## config.mk

```make
export PLATFORM = sky130hd
export DESIGN_NAME = run_detector_n
export DESIGN_NICKNAME = d
export VERILOG_FILES = /design/src/rtl/run_det_pkg.sv /design/src/rtl/sat_counter.sv /design/src/rtl/run_detector_n.sv
export SDC_FILE = /design/constraint.sdc
export NUM_CORES = 1
export LEC_CHECK = 0
export BUFFER_PORTS_ARGS = -buffer_cell sky130_fd_sc_hd__buf_2
export CORE_MARGIN = 1
export CORE_UTILIZATION = 53
export DETAILED_ROUTE_END_ITERATION = 10
export PLACE_DENSITY = 0.8
export SLEW_MARGIN = 5
export SYNTH_ARGS = -nofsm -noshare
export SYNTH_HDL_FRONTEND = slang
export SYNTH_SLANG_ARGS = --single-unit
```

## constraint.sdc

```tcl
create_clock -name clk -period 2.8 [get_ports clk]
set_input_delay 0.28 -clock clk [delete_from_list [all_inputs] [get_ports clk]]
set_output_delay 0.28 -clock clk [all_outputs]
set_load 0.1 [all_outputs]
```

## src/rtl/run_det_pkg.sv

```systemverilog
// Shared definitions for the run detector.
// - state_e   : FSM state encoding (IDLE/RUN/HIT)
// - thr_clamp : maps the raw threshold input onto the supported range 1..max_run
package run_det_pkg;

  typedef enum logic [1:0] {
    IDLE = 2'b00,
    RUN  = 2'b01,
    HIT  = 2'b10
  } state_e;

  // A zero threshold behaves as 1; anything above max_run is capped at max_run.
  function automatic int unsigned thr_clamp(input int unsigned thr,
                                            input int unsigned max_run);
    if (thr == 0) begin
      return 1;
    end else if (thr > max_run) begin
      return max_run;
    end else begin
      return thr;
    end
  endfunction

endpackage

```

## src/rtl/sat_counter.sv

```systemverilog
// Saturating up-counter with synchronous clear and load-to-1.
// Ports:
//   clk   - rising-edge clock
//   reset - asynchronous active-low reset (count -> 0)
//   clr   - synchronous clear (highest priority after reset)
//   load  - synchronous load of the value 1
//   inc   - increment by one, holding at MAX
//   q     - current count
module sat_counter #(
  parameter int unsigned W   = 8,
  parameter logic [W-1:0] MAX = '1
) (
  input  logic         clk,
  input  logic         reset,
  input  logic         clr,
  input  logic         load,
  input  logic         inc,
  output logic [W-1:0] q
);

  logic [W-1:0] cnt_q, cnt_d;

  always_comb begin
    cnt_d = cnt_q;
    if (clr) begin
      cnt_d = '0;
    end else if (load) begin
      cnt_d = W'(1);
    end else if (inc && (cnt_q != MAX)) begin
      cnt_d = cnt_q + W'(1);
    end
  end

  always_ff @(posedge clk or negedge reset) begin
    if (!reset) begin
      cnt_q <= '0;
    end else begin
      cnt_q <= cnt_d;
    end
  end

  assign q = cnt_q;

endmodule

```

## src/rtl/run_detector_n.sv

```systemverilog
// Detects runs of a programmable number of consecutive bits equal to
// `target`, in overlapping or non-overlapping mode, and counts detections.
// Ports:
//   clk, reset    - rising-edge clock, asynchronous active-low reset
//   enable        - sample data_in this cycle; otherwise all state holds
//   clear         - synchronous clear of run state, outputs and det_count
//   data_in       - serial input bit
//   target        - polarity of the run to detect (1 = ones, 0 = zeros)
//   overlap       - 1 = overlapping detection, 0 = non-overlapping
//   threshold     - requested run length (clamped to 1..MAX_RUN)
//   detect        - high while in HIT
//   det_pulse     - one-cycle strobe per entry into HIT
//   run_len       - current matching run length, saturating at MAX_RUN
//   det_count     - saturating detection count
module run_detector_n
  import run_det_pkg::*;
#(
  parameter  int unsigned MAX_RUN = 7,
  parameter  int unsigned CNT_W   = 8,
  localparam int unsigned CW      = $clog2(MAX_RUN + 1)
) (
  input  logic             clk,
  input  logic             reset,
  input  logic             enable,
  input  logic             clear,
  input  logic             data_in,
  input  logic             target,
  input  logic             overlap,
  input  logic [CW-1:0]    threshold,
  output logic             detect,
  output logic             det_pulse,
  output logic [CW-1:0]    run_len,
  output logic [CNT_W-1:0] det_count
);

  state_e          state_q, state_d;
  logic            det_pulse_q, det_pulse_d;
  logic [CW-1:0]   thr_eff;
  logic [CW-1:0]   run_len_w;
  logic            match;
  logic            next_reaches_thr;
  logic            hit_entry;
  logic            run_clr, run_load, run_inc;

  assign thr_eff = CW'(thr_clamp(32'(threshold), MAX_RUN));
  assign match   = (data_in == target);

  // Compared one bit wider so run_len + 1 cannot wrap. Using >= (not ==)
  // also resolves a threshold lowered below the current run length.
  assign next_reaches_thr = ((CW + 1)'(run_len_w) + (CW + 1)'(1)) >= (CW + 1)'(thr_eff);

  // State memory
  always_ff @(posedge clk or negedge reset) begin
    if (!reset) begin
      state_q     <= IDLE;
      det_pulse_q <= 1'b0;
    end else begin
      state_q     <= state_d;
      det_pulse_q <= det_pulse_d;
    end
  end

  // Next-state logic; also drives the run-length counter controls
  always_comb begin
    state_d   = state_q;
    hit_entry = 1'b0;
    run_clr   = clear;
    run_load  = 1'b0;
    run_inc   = 1'b0;
    if (clear) begin
      state_d = IDLE;
    end else if (enable) begin
      case (state_q)
        IDLE: begin
          if (match) begin
            run_load = 1'b1;
            if (thr_eff == CW'(1)) begin
              state_d   = HIT;
              hit_entry = 1'b1;
            end else begin
              state_d = RUN;
            end
          end
        end
        RUN: begin
          if (match) begin
            run_inc = 1'b1;
            if (next_reaches_thr) begin
              state_d   = HIT;
              hit_entry = 1'b1;
            end
          end else begin
            state_d = IDLE;
            run_clr = 1'b1;
          end
        end
        HIT: begin
          if (!match) begin
            state_d = IDLE;
            run_clr = 1'b1;
          end else if (overlap) begin
            run_inc = 1'b1;
          end else begin
            // Non-overlapping: the matching bit starts a fresh run.
            run_load = 1'b1;
            if (thr_eff == CW'(1)) begin
              hit_entry = 1'b1;
            end else begin
              state_d = RUN;
            end
          end
        end
        default: begin
          state_d = IDLE;
          run_clr = 1'b1;
        end
      endcase
    end
    det_pulse_d = hit_entry;
  end

  // Output decode
  always_comb begin
    detect = (state_q == HIT);
  end

  assign det_pulse = det_pulse_q;
  assign run_len   = run_len_w;

  sat_counter #(
    .W   (CW),
    .MAX (CW'(MAX_RUN))
  ) u_run_len (
    .clk   (clk),
    .reset (reset),
    .clr   (run_clr),
    .load  (run_load),
    .inc   (run_inc),
    .q     (run_len_w)
  );

  // Counts on the same edge that enters HIT, so the increment is visible
  // together with detect and det_pulse.
  sat_counter #(
    .W (CNT_W)
  ) u_det_count (
    .clk   (clk),
    .reset (reset),
    .clr   (clear),
    .load  (1'b0),
    .inc   (hit_entry),
    .q     (det_count)
  );

endmodule
```

==> flow_metrics.tcl <==
set metrics [dict create \
    nFillCells 175 \
    finClkSkew_ns 0.00836 \
    synth-seq-cells 14 \
    synth_xor_area_share_pct 3.30 \
    die_area_sq_um 2110 \
    max_freq_ghz 0.397 \
    crit_required_ns 2.97 \
    ant_nets 0 \
    yosys_warnings 0 \
    multi_input_area_sq_um 623 \
    row_count 15 \
    netlist_instances 112 \
    grt_pass1_wl_um 3270 \
    rsz0062_at_grt "false" \
    fp.dieH_um 45.9 \
    initial_utilization_pct 58.0 \
    power_switching_uw 141 \
    swShare_pct 30.6 \
    num_vias 909 \
    critPathCaptureType "register" \
    vdd_ir_drop_max_mv 0.369 \
    tightest_slew_ns 0.480 \
    clk_path_buf_depth 2 \
    clock_sinks 14 \
    synth.mux.area_fraction_pct 4.03 \
    maxCapViolations 0 \
    cp-start-kind "register" \
    synthDistinctLibCells 36 \
    grt_max_degree 15 \
    power_uw 460 \
    synth_fa_ha_area_share_pct 12.2 \
    r2r-end "u_det_count.q[1]" \
    use_met3_pct 2.38 \
    cts-root-buf "clkbuf_4" \
    finalCriticalPeriod_ns 2.52 \
    synth-main-ff-cell "dfrtp_1" \
    hold_class "in -> reg" \
    yosysSeqAreaShare_pct 34.2 \
    path_clk_slew_ns 0.08 \
    coreArea_sq_um 1760 \
    most-common-layout-cells "buf_2, nand2_1, dfrtp_1" \
    grt_pass1_vias 788 \
    ys_top_cells_by_area "dfrtp_1, ha_1, nand2_1" \
    p_per_area_nw_per_um2 386 \
    io_pins 23 \
    seq_area_sq_um 353 \
    via_per_inst 5.65 \
    syn_area_per_cell_sq_um 9.14 \
    gr-total-overflow 0 \
    die_w_um 45.9 \
    intPower_uw 320 \
    final_common_cell "buf_2" \
    synth_top_area_cell "dfrtp_1" \
    numCtsBuffers 3 \
    r2r-start "u_run_len.q[0]" \
    synth_edf_count 0 \
    asyncSetResetFlopFracSynth_pct 100 \
    whs_ns 0.326 \
    route.detailed.drc 0 \
    met1_usage_pct 25.7 \
    dpl.hpwl_um 1690 \
    synth_top_family_by_area "simple AND/OR/NAND/NOR gates" \
    fin_tns_setup_ns 0 \
    drt_iter0_drc 21 \
    yosys.area.top_type_share_pct 34.2 \
    diodes 0 \
    syn2layout_area_growth_pct 16.6 \
    antenna_found_initial 0 \
    netlist_area_sq_um 1020 \
    nets 157 \
    status "completed" \
    comb_power_share_pct 23.1 \
    insertion_delay_ns 0.28 \
    htreeDepth 1 \
    r2r_cells 8 \
    path_max_fanout 14 \
    drv_slew 0 \
    r2r_slack_ns 0.28 \
    slew-limit-headroom_pct 68.0 \
    finalInstanceArea_sq_um 1190 \
    cts_tree "built" \
    p_leak_nw 0.581 \
    place_area_sq_um 1150 \
    worstPathArrival_ns 2.69 \
    seq_power_share_pct 46.2 \
    drtPass1Iterations 4 \
    synth-simple-area-share_pct 21.5 \
    grt.busiest_layer "met2" \
    routabilityCongestion 0.938 \
    setup_viol 0 \
    synth.net_count 132 \
    cts_setup_buffers 0 \
    numPortBuffers 22 \
    track_usage_pct 22.4 \
    wl_um 2140 \
    post_drt_wl_per_cell_um 13.3 \
    fin_crit_sh_pct 89.9 \
    synth_compound_area_share_pct 19.8 \
    endpoint "u_det_count.q[1]" \
    drive_gt1_share_pct 25.0 \
    clock_power_share_pct 30.7 \
    hold_viol_final 0 \
    gr-usage-met2_pct 39.2 \
    critPathLaunch "u_run_len.q[0]" \
    critPathKind "reg -> reg" \
]
-- metal layers --
layer  vias up  routed length [um]
met3         5                  93
met4         0                  46
met5         -                   0
li1        458                   -
met1       418                 934
met2        28                1060
-- worst max-delay path, cell delays in order (launching register included) --
cell	delay (ns)
dfrtp_2	0.45
ha_1	0.21
ha_1	0.29
ha_1	0.27
o21ai_0	0.07
o21ai_1	0.24
a2bb2oi_2	0.19
nor2_1	0.32
mux2_2	0.37
-- registers in the layout, indices dropped and copies added (netlist names) --
register       flops
u_det_count.q      8
state_q            2
det_pulse          1
u_run_len.q        3
-- area by class of cell --
class / count / area share, %
inverters: 8 / 2.52
repair buffers: 23 / 10.1
clock buffers: 4 / 3.04
flip-flops and latches: 14 / 29.6
well taps: 25 / 2.62
multi-input cells: 87 / 52.2
-- cells in the mapped netlist, types with 3 or more instances --
cell type / instances
or3_1: 3
nor2b_1: 4
o31ai_1: 4
inv_1: 8
a21oi_1: 7
ha_1: 10
nor2_1: 5
nand2b_1: 3
nand2_1: 12
mux2i_1: 3
o211ai_1: 3
dfrtp_1: 14
or4_1: 3
a211o_1: 3
o21ai_0: 5
-- stage by stage --
step	instances	worst slack, ns	util, %
final	161	0.282	67.7
after global routing	161	0.114	67.7
after CTS	161	0.156	67.7
after detailed placement	156	0.163	65.0
after global placement	156	0.281	65.0
after floorplan	112	0.0721	-
-- cells by family (layout without fill, tap and decap cells) --
group                      Yosys count  in the layout
adders and majority gates           10             10
AOI/OAI and AO/OA                   29             29
and+or+nand+nor                     41             41
muxes                                4              4
DFF                                 14             14
xor gates and xnor gates             3              3
buffers and inverters               11             35
-- power by group through the flow --
stage	Clock, mW	Sequential, mW	Combinational, mW
after floorplan	0	0.232	0.0599
after global routing	0.152	0.214	0.118
after detailed placement	0	0.217	0.105
final	0.142	0.213	0.106
after global placement	0	0.216	0.103
after CTS	0.144	0.213	0.107
-- repair_timing --
| item | 4_1_cts | 5_1_grt |
|---|---|---|
| endpoints found under the setup margin | 0 | 1 |
| hold endpoints to repair | 14 | 0 |
| hold buffers | 1 | 0 |
| gates resized for setup | 0 | 1 |
-- worst min-delay path by stage --
stage          depth (start not counted)  slack [ns]  startpoint                to
2_1_floorplan                          0       -0.02       reset         det_pulse
3_5_place_dp                           1        0.19       reset    u_run_len.q[2]
3_3_place_gp                           1        0.19       reset    u_run_len.q[2]
5_1_grt                                2        0.35       clear  u_det_count.q[7]
4_1_cts                                3        0.32      enable    u_run_len.q[0]
6_report                               3        0.33      enable    u_run_len.q[0]
(Power assumes the default switching activity.)
